### config.mk
export PLATFORM = sky130hd
export DESIGN_NAME = line_follow_decider
export DESIGN_NICKNAME = d
export VERILOG_FILES = /design/src/rtl/sb_pkg.sv /design/src/rtl/line_sensor_debounce.sv /design/src/rtl/line_follow_decider.sv
export SDC_FILE = /design/constraint.sdc
export NUM_CORES = 1
export LEC_CHECK = 0
export BUFFER_PORTS_ARGS = -buffer_cell sky130_fd_sc_hd__clkbuf_2
export CAP_MARGIN = 20
export CORE_MARGIN = 2
export CORE_UTILIZATION = 55
export CTS_CLUSTER_SIZE = 14
export DETAILED_ROUTE_END_ITERATION = 6
export PLACE_DENSITY = 0.82
export SYNTH_ARGS = -nofsm -noshare
export SYNTH_HDL_FRONTEND = slang
export SYNTH_HIERARCHICAL = 1
export SYNTH_SLANG_ARGS = --single-unit
### constraint.sdc
create_clock -name clk_50 -period 5.2 [get_ports clk_50]
set_input_delay 1.3 -clock clk_50 [delete_from_list [all_inputs] [get_ports clk_50]]
set_output_delay 1.3 -clock clk_50 [all_outputs]
set_load 0.05 [all_outputs]
### src/rtl/sb_pkg.sv
// Shared definitions for the line follower: turn command codes and FSM states.
package sb_pkg;

    // Turn command codes consumed by the motor-control stage.
    localparam logic [2:0] TURN_STOP    = 3'b000;
    localparam logic [2:0] TURN_FWD     = 3'b001;
    localparam logic [2:0] TURN_LEFT    = 3'b010;
    localparam logic [2:0] TURN_RIGHT   = 3'b011;
    localparam logic [2:0] TURN_EXTREME = 3'b100;

    typedef enum logic [2:0] {
        ST_IDLE,
        ST_TRACK,
        ST_NODE,
        ST_SEARCH,
        ST_HALT
    } fsm_state_t;

    // Steering for an accepted pattern while tracking. 111 and 000 are
    // handled by the FSM itself; 101 (and anything unexpected) keeps the
    // current command.
    function automatic logic [2:0] track_turn(input logic [2:0] pattern,
                                              input logic [2:0] prev);
        logic [2:0] result;
        case (pattern)
            3'b010:         result = TURN_FWD;
            3'b110, 3'b100: result = TURN_LEFT;
            3'b011, 3'b001: result = TURN_RIGHT;
            default:        result = prev;
        endcase
        return result;
    endfunction

endpackage

### src/rtl/line_sensor_debounce.sv
// Three-channel hysteresis classifier followed by a pattern debouncer.
// Produces the accepted {L,C,R} pattern and a one-cycle acc strobe the
// cycle after the sample that completed the debounce run.
module line_sensor_debounce
    import sb_pkg::*;
#(
    parameter int ADC_W    = 12,
    parameter int THRESH   = 1500,
    parameter int HYST     = 64,
    parameter int DEBOUNCE = 3
) (
    input  logic             clk,
    input  logic             reset,
    input  logic             clear,
    input  logic             sample_valid,
    input  logic [ADC_W-1:0] adc_l,
    input  logic [ADC_W-1:0] adc_c,
    input  logic [ADC_W-1:0] adc_r,
    output logic [2:0]       accepted,
    output logic             acc
);

    // Band edges are clamped to the representable sample range so that
    // extreme parameter choices still produce a usable classifier.
    localparam int MAX_CODE = (1 << ADC_W) - 1;
    localparam int HI_INT   = ((THRESH + HYST) > MAX_CODE) ? MAX_CODE : (THRESH + HYST);
    localparam int LO_INT   = (THRESH > HYST) ? (THRESH - HYST) : 0;
    localparam logic [ADC_W:0] HI_LVL = HI_INT[ADC_W:0];
    localparam logic [ADC_W:0] LO_LVL = LO_INT[ADC_W:0];
    localparam logic [3:0]     DB_LVL = 4'(DEBOUNCE);

    logic [ADC_W-1:0] adc_arr [3];
    logic [2:0]       cls_q;
    logic [2:0]       cls_d;
    logic [2:0]       cand_q;
    logic [3:0]       cnt_q;
    logic [3:0]       cnt_d;
    logic [2:0]       accepted_q;
    logic             acc_q;
    logic             same_pat;
    logic             fire;

    // Bit 2 = left, bit 1 = centre, bit 0 = right.
    assign adc_arr[2] = adc_l;
    assign adc_arr[1] = adc_c;
    assign adc_arr[0] = adc_r;

    genvar gi;
    generate
        for (gi = 0; gi < 3; gi++) begin : g_chan
            logic [ADC_W:0] sample_ext;
            assign sample_ext = {1'b0, adc_arr[gi]};
            // Inside the band the previous decision is held.
            assign cls_d[gi] = (sample_ext >= HI_LVL) ? 1'b1 :
                               ((sample_ext < LO_LVL) ? 1'b0 : cls_q[gi]);
        end
    endgenerate

    // Run-length of the candidate pattern; acc only on the sample that
    // first brings the run up to DEBOUNCE, not while it stays saturated.
    always_comb begin
        same_pat = (cls_d == cand_q);
        cnt_d    = 4'd1;
        if (same_pat) begin
            cnt_d = (cnt_q == DB_LVL) ? cnt_q : cnt_q + 4'd1;
        end
        fire = (cnt_d == DB_LVL) && !(same_pat && (cnt_q == DB_LVL));
    end

    // Classifier and debounce state, updated only on sample strobes.
    always_ff @(posedge clk or posedge reset) begin
        if (reset) begin
            cls_q      <= '0;
            cand_q     <= '0;
            cnt_q      <= '0;
            accepted_q <= '0;
            acc_q      <= 1'b0;
        end else if (clear) begin
            cls_q      <= '0;
            cand_q     <= '0;
            cnt_q      <= '0;
            accepted_q <= '0;
            acc_q      <= 1'b0;
        end else begin
            acc_q <= 1'b0;
            if (sample_valid) begin
                cls_q  <= cls_d;
                cand_q <= cls_d;
                cnt_q  <= cnt_d;
                if (fire) begin
                    accepted_q <= cls_d;
                    acc_q      <= 1'b1;
                end
            end
        end
    end

    assign accepted = accepted_q;
    assign acc      = acc_q;

endmodule

### src/rtl/line_follow_decider.sv
// Line-follower decision stage: debounced sensor pattern in, turn command,
// node pulse/count and lost flag out. All outputs come straight from flops.
module line_follow_decider
    import sb_pkg::*;
#(
    parameter int ADC_W        = 12,
    parameter int THRESH       = 1500,
    parameter int HYST         = 64,
    parameter int DEBOUNCE     = 3,
    parameter int NODE_HOLD    = 8,
    parameter int SEARCH_LIMIT = 200
) (
    input  logic             clk_50,
    input  logic             reset,
    input  logic             enable,
    input  logic             sample_valid,
    input  logic [ADC_W-1:0] adc_l,
    input  logic [ADC_W-1:0] adc_c,
    input  logic [ADC_W-1:0] adc_r,
    output logic [2:0]       turn,
    output logic             node_pulse,
    output logic [7:0]       node_count,
    output logic             lost
);

    localparam int HOLD_W   = $clog2(NODE_HOLD + 1);
    localparam int SEARCH_W = $clog2(SEARCH_LIMIT + 1);
    localparam logic [HOLD_W-1:0]   HOLD_LAST   = HOLD_W'(NODE_HOLD);
    localparam logic [SEARCH_W-1:0] SEARCH_LAST = SEARCH_W'(SEARCH_LIMIT);

    logic [2:0]          accepted;
    logic                acc;
    logic                debounce_clear;
    fsm_state_t          state_q;
    logic [2:0]          turn_q;
    logic                node_pulse_q;
    logic [7:0]          node_count_q;
    logic                lost_q;
    logic [HOLD_W-1:0]   hold_q;
    logic [HOLD_W-1:0]   hold_d;
    logic [SEARCH_W-1:0] search_q;
    logic [SEARCH_W-1:0] search_d;

    // Dropping enable also discards any sample arriving in the same cycle.
    assign debounce_clear = ~enable;

    line_sensor_debounce #(
        .ADC_W    (ADC_W),
        .THRESH   (THRESH),
        .HYST     (HYST),
        .DEBOUNCE (DEBOUNCE)
    ) u_debounce (
        .clk          (clk_50),
        .reset        (reset),
        .clear        (debounce_clear),
        .sample_valid (sample_valid),
        .adc_l        (adc_l),
        .adc_c        (adc_c),
        .adc_r        (adc_r),
        .accepted     (accepted),
        .acc          (acc)
    );

    assign hold_d   = hold_q + 1'b1;
    assign search_d = search_q + 1'b1;

    // Decision FSM with registered turn, node and lost outputs.
    always_ff @(posedge clk_50 or posedge reset) begin
        if (reset) begin
            state_q      <= ST_IDLE;
            turn_q       <= TURN_STOP;
            node_pulse_q <= 1'b0;
            node_count_q <= '0;
            lost_q       <= 1'b0;
            hold_q       <= '0;
            search_q     <= '0;
        end else begin
            node_pulse_q <= 1'b0;
            if (!enable) begin
                state_q  <= ST_IDLE;
                turn_q   <= TURN_STOP;
                lost_q   <= 1'b0;
                hold_q   <= '0;
                search_q <= '0;
            end else begin
                case (state_q)
                    ST_IDLE: begin
                        state_q      <= ST_TRACK;
                        turn_q       <= TURN_STOP;
                        node_count_q <= '0;
                    end
                    ST_TRACK: begin
                        if (acc) begin
                            if (accepted == 3'b111) begin
                                state_q      <= ST_NODE;
                                turn_q       <= TURN_FWD;
                                node_pulse_q <= 1'b1;
                                hold_q       <= '0;
                                if (node_count_q != 8'hFF) begin
                                    node_count_q <= node_count_q + 8'd1;
                                end
                            end else if (accepted == 3'b000) begin
                                state_q  <= ST_SEARCH;
                                turn_q   <= TURN_EXTREME;
                                search_q <= '0;
                            end else begin
                                turn_q <= track_turn(accepted, turn_q);
                            end
                        end
                    end
                    ST_NODE: begin
                        // Drive straight through the junction; patterns seen
                        // meanwhile are deliberately ignored.
                        if (sample_valid) begin
                            if (hold_d == HOLD_LAST) begin
                                state_q <= ST_TRACK;
                                hold_q  <= '0;
                            end else begin
                                hold_q <= hold_d;
                            end
                        end
                    end
                    ST_SEARCH: begin
                        // Reacquiring the line beats a coincident timeout.
                        if (acc && accepted[1]) begin
                            state_q  <= ST_TRACK;
                            turn_q   <= TURN_FWD;
                            search_q <= '0;
                        end else if (sample_valid) begin
                            search_q <= search_d;
                            if (search_d == SEARCH_LAST) begin
                                state_q <= ST_HALT;
                                turn_q  <= TURN_STOP;
                                lost_q  <= 1'b1;
                            end
                        end
                    end
                    ST_HALT: begin
                        turn_q <= TURN_STOP;
                        lost_q <= 1'b1;
                    end
                    default: begin
                        state_q <= ST_IDLE;
                        turn_q  <= TURN_STOP;
                    end
                endcase
            end
        end
    end

    assign turn       = turn_q;
    assign node_pulse = node_pulse_q;
    assign node_count = node_count_q;
    assign lost       = lost_q;

endmodule

# --- Word-level counts from Yosys, hierarchy flattened ---
# Index checks and enable logic that the tools add are counted.
word_totals:
  elab_cells: 139
  ff_bits: 39
  output_inout_bits: 13
  inputBits: 40
op_classes:
  add_sub_neg: 4
  n_reduce_logical: 16
  mux: 63
  magnitude_cmp: 6
  n_eq_ne: 39
ops:
  columns: ["op", "count"]
  rows:
  - ["8-bit two-way mux", 9]
  - ["3-bit two-way mux", 21]
  - ["12-bit by 11-bit >= comparator with 1-bit output (second input constant)", 3]
  - ["12-bit by 11-bit < comparator with 1-bit output (second input constant)", 3]
  - ["4-bit two-way mux", 9]
  - ["8-bit one-hot mux with 2 select lines", 2]
  - ["3-bit inequality test (second input constant)", 8]
  - ["3-bit one-hot mux with 3 select lines", 2]
  - ["1-bit two-way mux", 17]
  - ["8-bit by 1-bit adder with 8-bit output (second input constant)", 2]
  - ["3-bit one-hot mux with 5 select lines", 1]
  - ["5-bit AND reduction", 3]
  - ["3-bit by 2-bit equality test with 1-bit output (second input constant)", 4]
  - ["3-bit equality test (second input constant)", 4]
  - ["4-bit inequality test (second input constant)", 3]
  - ["3-bit by 1-bit inequality test with 1-bit output (second input constant)", 3]
  - ["4-bit by 1-bit adder with 4-bit output (second input constant)", 2]
  - ["4-bit by 2-bit equality test with 1-bit output (second input constant)", 2]
  - ["8-bit equality test (second input constant)", 1]
  - ["2-bit inequality test (second input constant)", 4]
  - ["8-bit inequality test (second input constant)", 1]
  - ["4-bit one-hot mux with 2 select lines", 1]
  - ["4-bit AND reduction", 2]
  - ["7-bit inequality test (second input constant)", 1]
  - ["13 further kinds", 20]

# --- Longest topological paths before layout ---
# Gate-level depths: netlist of run 1.
logic_depth:
  depth_word: 10
  mapped_depth: 7
  ltp_nobuf: 6

# --- Cells and area by module ---
# The synthesis of run 1 kept the hierarchy.
by_module_without_submodules:
  columns: ["module", "cells_per_inst", "n_inst", "area_per_inst_um2", "seq_area_each_um2"]
  rows:
  - ["line_follow_decider", 192, 1, 1701.6, 700.7]
  - ["line_sensor_debounce", 103, 1, 887.1, 275.3]

# --- Worst setup path after synthesis of run 1 ---
# Ideal clock, no wire load.
synth_timing:
  path_type: "input -> register"
  start: "input enable"
  end: "register state_q[0]"
  setup_ns: 0.125
  required_ns: 5.075
  n_path_buf: 2
  arrival_time_ns: 2.705
  cell_stages: 7
  path_slack_ns: 2.369
  path_cell_list: "buf_2 > nand4b_1 > nand2b_1 > clkbuf_1 > inv_1 > a2111o_1 > mux2_4"
synth_between:
  elab_chain_len: 2
  elab_cells_between_ends: 9
  cone_classes: "7 x eq/ne; 1 x mux; 1 x reduce/logical"
synth_lines:
  columns: ["item", "line_no", "source"]
  rows:
  - ["start, declared", "line_follow_decider.sv:15", "input logic enable,"]
  - ["4-bit inequality test (no line) (tied with other cells)", null, null]
  - ["7-bit AND reduction (no line)", null, null]
  - ["end signal, assigned", "line_follow_decider.sv:70", "state_q <= ST_IDLE;"]
  - ["end signal, assigned", "line_follow_decider.sv:80", "state_q <= ST_IDLE;"]
  - ["end signal, assigned", "line_follow_decider.sv:88", "state_q <= ST_TRACK;"]
  - ["end, declared", "line_follow_decider.sv:34", "fsm_state_t state_q;"]
# Parallel ways exist; a longest one is shown, timed or not.
# A chain may end at the register's enable or synchronous reset.

# --- Worst setup path in the final report of run 1 ---
layout_timing:
  start: "input sample_valid"
  end: "register turn_q[2], in the netlist turn[2]"
layout_between:
  elab_chain_len: 2
layout_lines:
  columns: ["item", "line_no", "source"]
  rows:
  - ["start, declared", "line_follow_decider.sv:16", "input logic sample_valid,"]
  - ["4-bit inequality test (no line)", null, null]
  - ["5-bit AND reduction (no line)", null, null]
  - ["end signal, assigned", "line_follow_decider.sv:107", "turn_q <= track_turn(accepted, turn_q);"]
  - ["end, declared", "line_follow_decider.sv:35", "logic [2:0] turn_q;"]
# No other way between the ends.

==> metrics.txt, run 1 <==
TritonCTS clock tree=built; worst skew pair latency=290 ps; PortBufs=46; worst setup margin=2390 ps; Synth Area in Compound Gates=0.210; DR iter-0 viols=128; ranking of synthesized cells by area=dfrtp_1 (38%), o21ai_0 (4.6%), nand3_1 (3.9%); non-filler cells in the finished layout=393; post-synthesis sequential area ratio=0.377; syn nets=approximately 340; Synth Register Bits=39; Post-Place Cells=between 300 and 400; Leakage=0.00136 uW; TritonCTS Buffers=5; crit path capture type=flip-flop; Syn Inst Count=slightly below 300; grt total ovfl=0; final instance area=0.00296 mm^2; Post-Route WL=5.72 mm; # IOs=53; DPL Wire Length=roughly 4.1 mm; Clock transition at path regs=80 ps; CP max-delay cell=a2111oi_0; vias in the first global route=2,257; Top FF cell, synth=dfrtp_1; Fmax achieved=355 MHz; worst-path cell chain=clkbuf_2 > inv_1 > a2111oi_0 > o21ai_0 > mux2_2; status=finished clean; top cell type's share of synthesized area=0.377; drt wl/cell=14.6 um; dpl cell area=0.00285 mm^2; FF-to-FF path depth=6; Worst path max stage delay=630 ps; drt drc=0; Critical Path Source Type=primary input; CP required=5370 ps; total global-route track usage=0.226; final worst-path cycle share=0.541; Crit Reg-Reg Startpoint=search_q[0]; Post-CTS Setup Inserts=0; Final Max Tran Viols=0; core box area=~0.0044 mm^2; htree depth=2; clk_skew=around 8.7 ps; CTS Hold Bufs=0; PD cells=294 mW/mm^2; RSZ-0062 raised after global routing=false; first-pass GRT wire length=9.65 mm; post-synthesis cell type count=55; mux cell area share after synthesis=0.0420; largest net degree at the start of global routing=29; routed vias/inst=6.07; CTS Buffer Depth=2; Final setup viols=0; critical path class=in -> reg; Die Wd=72.6 um; vias=between 2,000 and 2,500; ys async rst share=1.00; Synth area leader=dfrtp_1; XOR/XNOR share of the synthesized area=0.0237; Nets=385; Adder-Cell Fraction of Synth Area=0.0193; worst setup path startpoint=sample_valid; Root Driver=clkbuf_8; Worst Path Arrival=2980 ps; flop2flop setup slack=2660 ps; simple-gate portion of the synthesized area=0.294; Initial Utilization=0.582; Finished Core Util=0.667; crit path to=turn[2]; warnings from Yosys=6; # clock sinks=39; Max VDD drop=~130 uV; post-cts gate resize count=0; Area Growth Syn to Fin=14.5%; share of cells above drive strength 1=0.208; GPL Wtd Cong=around 0.8; final hold vios=0; RR Endpoint=turn[2]; syn_area_per_cell=8.78 um^2; Setup TNS=0 ps; antenna-violating nets left=0; Post-Place Worst Slack=2160 ps; First-pass DRT Iterations=4; CP max FO=17; diode count=0; post-synthesis cell area=about 0.0026 mm^2; main combinational cell family by area after synthesis=simple AND/OR/NAND/NOR gates; Total Die Area=0.00527 mm^2; Tightest Pin Transition=780 ps; worst relative slew slack=0.466; # rows=24; Die Y=between 70 and 80 um; initial antenna violation count=0; # Max-Cap Violations=0; Final min period=2810 ps; EDFF count, synth=0; worst hold path type=reg -> reg
==> power breakdown <==
| group | internal [uW] | total [uW] | switching (uW) |
|---|---|---|---|
| clock | 104 | 205 | 101 |
| combinational | 108 | 297 | 189 |
| sequential | 330 | 370 | 40.4 |
==> routing by layer <==
metal  up-vias  global-route usage  share of wire
met3         9              0.0414          0.034
li1       1200                   -              -
met4         0              0.0658          0.014
met1      1122               0.284           0.45
met5         -                   0              0
met2        54               0.395           0.50
==> logic make-up (layout without fill, tap and decap cells) <==
family,after synthesis,count (layout)
mux,10,10
xor+xnor,7,7
flops,39,39
buf+inv,22,68
simple gates,131,131
fa+ha+maj,4,4
compound gates,82,82
==> layout make-up <==
cell class,count,area (um^2)
multi-input combinational,234,1530
fill,348,1480
sequential,39,976
timing repair buffer,47,258
clock buffer,6,82.6
tap,52,65.1
inverter,14,52.6
clock inverter,1,5.00
==> synthesized netlist by cell type, types with 2 or more instances <==
library cell / n
dfrtp_1: 39
o21ai_0: 24
nor2_1: 22
nand3_1: 20
nand2_1: 17
a21oi_1: 16
inv_1: 14
nor2b_1: 12
nand2b_1: 9
nand4_1: 9
o31ai_1: 9
a31oi_1: 6
and3_1: 6
mux2i_1: 6
nand4b_1: 6
xor2_1: 5
and2_1: 4
buf_2: 4
clkbuf_1: 4
ha_1: 4
nor3_1: 4
a31o_2: 3
a32o_1: 3
and4_1: 3
mux2_2: 3
nor3b_1: 3
a211o_1: 2
a21o_1: 2
a2bb2oi_1: 2
a311o_1: 2
nand3b_1: 2
nor3_2: 2
nor3_4: 2
nor4_1: 2
o21ai_1: 2
or2_2: 2
xnor2_1: 2
==> cells in the final DEF (no fill, tap or decap), types with 2 or more instances in the layout <==
| cell | n |
|---|---|
| clkbuf_2 | 46 |
| dfrtp_1 | 39 |
| o21ai_0 | 24 |
| nor2_1 | 22 |
| nand3_1 | 20 |
| nand2_1 | 17 |
| a21oi_1 | 16 |
| inv_1 | 14 |
| nor2b_1 | 12 |
| nand2b_1 | 9 |
| nand4_1 | 9 |
| o31ai_1 | 9 |
| nand4b_1 | 6 |
| and3_1 | 6 |
| mux2i_1 | 6 |
| a31oi_1 | 6 |
| clkbuf_8 | 6 |
| xor2_1 | 5 |
| nor3_1 | 4 |
| and2_1 | 4 |
| ha_1 | 4 |
| mux2_2 | 3 |
| nor3b_1 | 3 |
| a32o_1 | 3 |
| and4_1 | 3 |
| a31o_2 | 3 |
| nand3b_1 | 2 |
| a211o_1 | 2 |
| xnor2_1 | 2 |
| a21o_1 | 2 |
| nor4_1 | 2 |
| a2bb2oi_1 | 2 |
| o21ai_1 | 2 |
| or2_2 | 2 |
| nor3_4 | 2 |
| nor3_2 | 2 |
| a311o_1 | 2 |
==> flip-flops by register name (all words and copies together), names as in the netlist <==
register / count
u_debounce/cand_q: 3
state_q: 3
hold_q: 4
lost: 1
node_count: 8
node_pulse: 1
u_debounce/cnt_q: 4
u_debounce/accepted: 3
search_q: 8
u_debounce/acc: 1
turn: 3
==> metrics by stage <==
stage / hold WS [ps] / power, uW
after global placement: 473 / 661
final: 518 / 873
after CTS: 481 / 875
after floorplan: 448 / 597
after detailed placement: 464 / 669
after global routing: 532 / 929
==> critical path, delay by kind of cell <==
| kind | cells | cell delay (ps) |
|---|---|---|
| AO/OA/AOI/OAI | 2 | 950 |
| buffers and inverters | 2 | 380 |
| multiplexers | 1 | 350 |
==> worst min path at each step <==
stage / depth (start not counted) / from / to / slack (ps)
floorplan: 1 / search_q[7] / search_q[7] / 450
global placement: 1 / search_q[7] / search_q[7] / 470
detailed placement: 1 / search_q[7] / search_q[7] / 460
CTS: 1 / search_q[7] / search_q[7] / 480
global route: 1 / hold_q[0] / hold_q[0] / 530
finish: 1 / hold_q[0] / hold_q[0] / 520
No activity file was read; power rests on OpenSTA's default activity.
==> inputs of run 2 (changes only) <==
Settings changed: CORE_UTILIZATION 55 to 50, PLACE_DENSITY 0.82 to 0.79.
Clock period 5.2 ns to 2.5 ns, I/O delays scaled along.
==> run 2 against run 1 <==
Setup slack got worse by 2000 ps. Total power increased by 120%. Count of clock-buffer cells in the layout unchanged. Non-clock buffer count increased by 7. Clock skew decreased by 1.3 ps. Sequential share of layout area decreased by 0.92 points. Critical path depth unchanged. Clock power increased to 2.7 times the previous value. Critical endpoint is now turn[0].
==> metrics.txt, run 2 (synthesis gave the netlist of run 1 again) <==
status=finished clean; CP required=2680 ps (-2690 ps); # IOs=53 (unchanged); worst relative slew slack=0.654 (+0.188); combinational share of power=0.327 (-0.014); flop2flop setup slack=390 ps (-2270 ps); CTS Hold Bufs=0 (unchanged); worst skew pair latency=300 ps (about the same); initial antenna violation count=0 (unchanged); Clock transition at path regs=80 ps (about the same); Tightest Pin Transition=517 ps (-263 ps); Die Wd=76.0 um (+4.6%); Setup TNS=0 ps (unchanged); # Max-Cap Violations=0 (unchanged); TritonCTS Buffers=5 (unchanged); clk_skew=7.31 ps (-1.34 ps); internal power=1250 uW (+130%); Critical path buffers and inverters=1 (-1); Final min period=~2100 ps; Worst Path Arrival=2290 ps (-690 ps); RR Endpoint=turn[0]; CP max FO=12 (-5); crit path capture type=flip-flop; RSZ-0062 raised after global routing=false; Post-Route WL=5.77 mm (+0.91%); CP max-delay cell=dfrtp_1; worst-path cell chain=nand4b_1 > nand2b_1 > buf_4 > o21ai_0 > mux2_2; final hold vios=0 (unchanged); Final Max Tran Viols=0 (unchanged); # rows=26 (+8.3%); Reg power frac=0.395 (-0.029); Leakage=0.00140 uW (+3.0%); Fmax achieved=474 MHz; delay-heaviest family, CP=simple AND/OR/NAND/NOR gates; vias in the first global route=2,288 (+1.4%); total global-route track usage=0.206 (-0.0198); TritonCTS clock tree=built; Total Die Area=0.00577 mm^2 (+9.4%); final worst-path cycle share=0.845; Crit Reg-Reg Startpoint=state_q[2]; Clock power frac=0.279 (+0.044); vias=2,432 (+2.0%); diode count=0 (unchanged); Initial Utilization=0.513 (-0.0691); CTS Buffer Depth=2 (unchanged); reported net switching power=709 uW (+110%); largest net degree at the start of global routing=29 (unchanged); Die Y=76.0 um (+4.6%); DR iter-0 viols=141 (+10%); # clock sinks=39 (unchanged); drt wl/cell=13.8 um (-5.4%); first-pass GRT wire length=9.94 mm (+3.0%); grt total ovfl=0 (unchanged); crit path to=turn[0]; htree depth=2 (unchanged); share of cells above drive strength 1=0.226 (+0.0181); Nets=392 (+1.8%); worst setup path startpoint=state_q[2]; most frequent cells in the layout=clkbuf_2 (46), dfrtp_1 (39), o21ai_0 (24); drt drc=0 (unchanged); PD cells=642 mW/mm^2 (+120%); WP depth=5 (unchanged); worst hold path type=in -> async; GPL Wtd Cong=0.905 (+11%); Final setup viols=0 (unchanged); antenna-violating nets left=0 (unchanged); First-pass DRT Iterations=4 (unchanged); Root Driver=clkbuf_8; Critical Path Source Type=flip-flop; Area Growth Syn to Fin=17.8%; critical path class=reg -> reg; FF-to-FF path depth=5 (-1); routed vias/inst=5.80 (-4.4%); Post-CTS Setup Inserts=0 (unchanged); PortBufs=46 (unchanged); DPL Wire Length=4.36 mm (+5.5%); post-cts gate resize count=0 (unchanged); Max VDD drop=276 uV (+110%); sw frac=0.362 (-0.0166); Finished Core Util=0.605 (-0.0622); core box area=0.00504 mm^2 (+13%); commonest non-fill, non-tap cell in the layout=clkbuf_2; Worst path max stage delay=500 ps (-130 ps)
==> run 2: cell types whose count changed in the layout (fill, tap and decap cells not counted), sizes merged <==
cell and change:
bufinv +1, buf +7
==> run 2: cell type report <==
class | count | area [um^2]
Multi-Input combinational cell | 234 | 1530
Inverter | 14 | 52.6
Tap cell | 70 | 87.6
Sequential cell | 39 | 976
Clock inverter | 2 | 35.0
Fill cell | 452 | 1990
Clock buffer | 6 | 82.6
Timing Repair Buffer | 54 | 290
==> run 2: power groups by stage <==
stage / clock [uW] / combinational (uW) / sequential (uW)
after detailed placement: 0 / 639 / 784
after floorplan: 0 / 408 / 835
after global routing: 582 / 702 / 787
final: 545 / 640 / 773
after global placement: 0 / 618 / 779
after CTS: 556 / 641 / 771
==> run 2: worst min-delay path by stage <==
stage / endpoint / slack (ps)
6_report: u_debounce/cnt_q[2] / 310
5_1_grt: u_debounce/cnt_q[2] / 350
4_1_cts: u_debounce/cnt_q[2] / 320
3_5_place_dp: search_q[7] / 470
3_3_place_gp: search_q[7] / 480
2_1_floorplan: search_q[7] / 450
==> run 2: metrics by stage <==
stage	hold slack [ps]	instance area [um^2]	setup WS [ps]	cells	power (uW)
after floorplan	448	2590	344	295	1240
after global placement	478	2930	359	411	1400
after detailed placement	471	2930	286	411	1420
after CTS	316	3050	375	419	1970
after global routing	353	3050	222	419	2070
final	309	3050	389	419	1960
==> run 2: worst reg2reg max path, stage by stage (launching register included) <==
cell and delay, ps:
dfrtp_1 500, nand4b_1 280, nand2b_1 260, buf_4 190
o21ai_0 380, mux2_2 390
==> run 2: metal layers <==
| layer | routed length [um] | track usage | vias to the layer above | share of wire |
|---|---|---|---|---|
| met4 | 91 | 0.0873 | 0 | 0.016 |
| met5 | 0 | 0 | - | 0 |
| li1 | - | - | 1205 | - |
| met2 | 2920 | 0.367 | 60 | 0.50 |
| met3 | 234 | 0.0381 | 7 | 0.041 |
| met1 | 2530 | 0.243 | 1160 | 0.44 |
==> inputs of run 3 (changes only) <==
Clock period 2.5 ns to 1.9 ns, I/O delays scaled along.
==> run 3 against run 2 <==
Sequential share of layout area is 3.5 points lower. Critical path type unchanged. Largest power group is now combinational cells. Final area is 13% higher. The flow now finishes with violations (setup timing). Critical endpoint is now state_q[0]. Routed wire length is 10% higher.
==> metrics.txt, run 3 (synthesis gave the netlist of run 1 again) <==
Initial Utilization=0.513 (unchanged); RR Endpoint=state_q[0]; non-filler cells in the finished layout=458 (+9.3%); Total Die Area=0.00577 mm^2 (unchanged); Setup TNS=-188 ps (-188 ps); final hold vios=0 (unchanged); fillcell total=402 (-11%); largest net degree at the start of global routing=29 (unchanged); Die Wd=76.0 um (unchanged); worst relative slew slack=0.710 (+0.0561); TritonCTS Buffers=5 (unchanged); Clock transition at path regs=90 ps (about the same); worst hold path type=in -> async; met1 Use GR=0.300 (+0.0567); htree depth=2 (unchanged); total global-route track usage=0.230 (+0.0245); GR Util met3=0.0369 (-0.00119); # rows=26 (unchanged); FF-to-FF path depth=6 (+1); drt drc=0 (unchanged); # Max-Cap Violations=0 (unchanged); diode count=0 (unchanged); share of cells above drive strength 1=0.353 (+0.127); first-pass GRT wire length=11.2 mm (+12%); Pwr Total=2810 uW (+43%); drt wl/cell=13.9 um (+0.77%); core box area=0.00504 mm^2 (unchanged); Fmax achieved=511 MHz (+7.8%); Die Y=76.0 um (unchanged); vias in the first global route=2,524 (+10%); Root Driver=clkbuf_8; final worst-path cycle share=1.03 (+0.186); CTS Buffer Depth=2 (unchanged); Finished Core Util=0.683 (+0.0782); RSZ-0062 raised after global routing=true; # clock sinks=39 (unchanged); Crit Reg-Reg Startpoint=search_q[1]; Final setup viols=5 (+5); Final Max Tran Viols=0 (unchanged); DR iter-0 viols=193 (+37%); Tightest Pin Transition=434 ps (-83.5 ps); antenna-violating nets left=0 (unchanged); status=complete, but fails checks; worst setup margin=-58.8 ps (-447 ps); most frequent cells in the layout=buf_4 (47), clkbuf_2 (46), dfrtp_1 (34); crit path capture type=flip-flop; failing checks=setup timing; PD cells=815 mW/mm^2 (+27%); commonest non-fill, non-tap cell in the layout=buf_4; critical path class=reg -> reg; CP max FO=5 (-7); PortBufs=46 (unchanged); grt total ovfl=0 (unchanged); routed vias/inst=5.66 (-2.4%); Critical Path Source Type=flip-flop; Post-Route WL=6.36 mm (+10%); met2 Use GR=0.396 (+0.0295); # IOs=53 (unchanged); global routing's busiest layer=met2; Area Growth Syn to Fin=33.0%; Max VDD drop=556 uV (+100%); flop2flop setup slack=-60 ps (-450 ps); First-pass DRT Iterations=4 (unchanged); Nets=431 (+9.9%); clk_skew=10.8 ps (+3.49 ps); Worst Path Arrival=2150 ps (-140 ps); Final min period=1960 ps (-153 ps); GPL Wtd Cong=0.923 (+2.0%); DPL Wire Length=4.70 mm (+7.9%); initial antenna violation count=0 (unchanged); CTS Hold Bufs=0 (unchanged); Leakage=0.00161 uW (+15%); TritonCTS clock tree=built; vias=2,594 (+6.7%); CP required=2100 ps (-580 ps); worst skew pair latency=300 ps (about the same); Post-Place Cells=447 (+8.8%)
==> run 3: power breakdown <==
group / switching, uW / leakage [uW] / internal, uW
clock network: 317 / 0.0000581 / 391
logic: 608 / 0.00103 / 488
registers: 97.8 / 0.000528 / 906
==> run 3: stage by stage <==
stage	hold slack (ps)	setup WS, ps	cell area, um^2
6_report	158	-58.8	3440
3_5_place_dp	497	-180	3220
2_1_floorplan	327	-25.5	2610
4_1_cts	170	-113	3360
5_1_grt	197	-143	3440
3_3_place_gp	481	-99.9	3220
==> run 3: layout make-up <==
| type | count | area, um^2 | share of cell area |
|---|---|---|---|
| inverters | 14 | 52.6 | 0.0153 |
| clock inverters | 3 | 43.8 | 0.0127 |
| multi-input cells | 234 | 1630 | 0.472 |
| flip-flops and latches | 39 | 982 | 0.285 |
| repair buffers | 93 | 583 | 0.169 |
| clock buffers | 5 | 68.8 | 0.0200 |
| well taps | 70 | 87.6 | 0.0254 |
==> run 3: repair_timing <==
| item | 4_1_cts | 5_1_grt |
|---|---|---|
| endpoints found under the setup margin | 8 | 19 |
| pin swaps | 0 | 5 |
| buffers inserted | 0 | 3 |
| resized for setup | 6 | 16 |
==> run 3: worst max-delay path by stage <==
stage / start / to / slack (ps)
2_1_floorplan: enable / state_q[0] / -30
3_3_place_gp: search_q[1] / turn[1] / -100
3_5_place_dp: enable / search_q[5] / -180
4_1_cts: search_q[1] / state_q[0] / -110
5_1_grt: search_q[1] / turn[2] / -140
6_report: search_q[1] / state_q[0] / -60
==> run 3: worst max-delay path, cell delays in order, from the launching register on <==
cell	delay, ps
dfrtp_2	420
ha_4	150
nor2b_4	120
nand4_1	130
a211o_1	310
a2111o_1	420
mux2_4	310
==> run 3: layer usage <==
metal | wire length, um | up-vias
li1 | - | 1290
met1 | 2840 | 1237
met2 | 3180 | 58
met3 | 274 | 9
met4 | 65 | 0
met5 | 0 | -
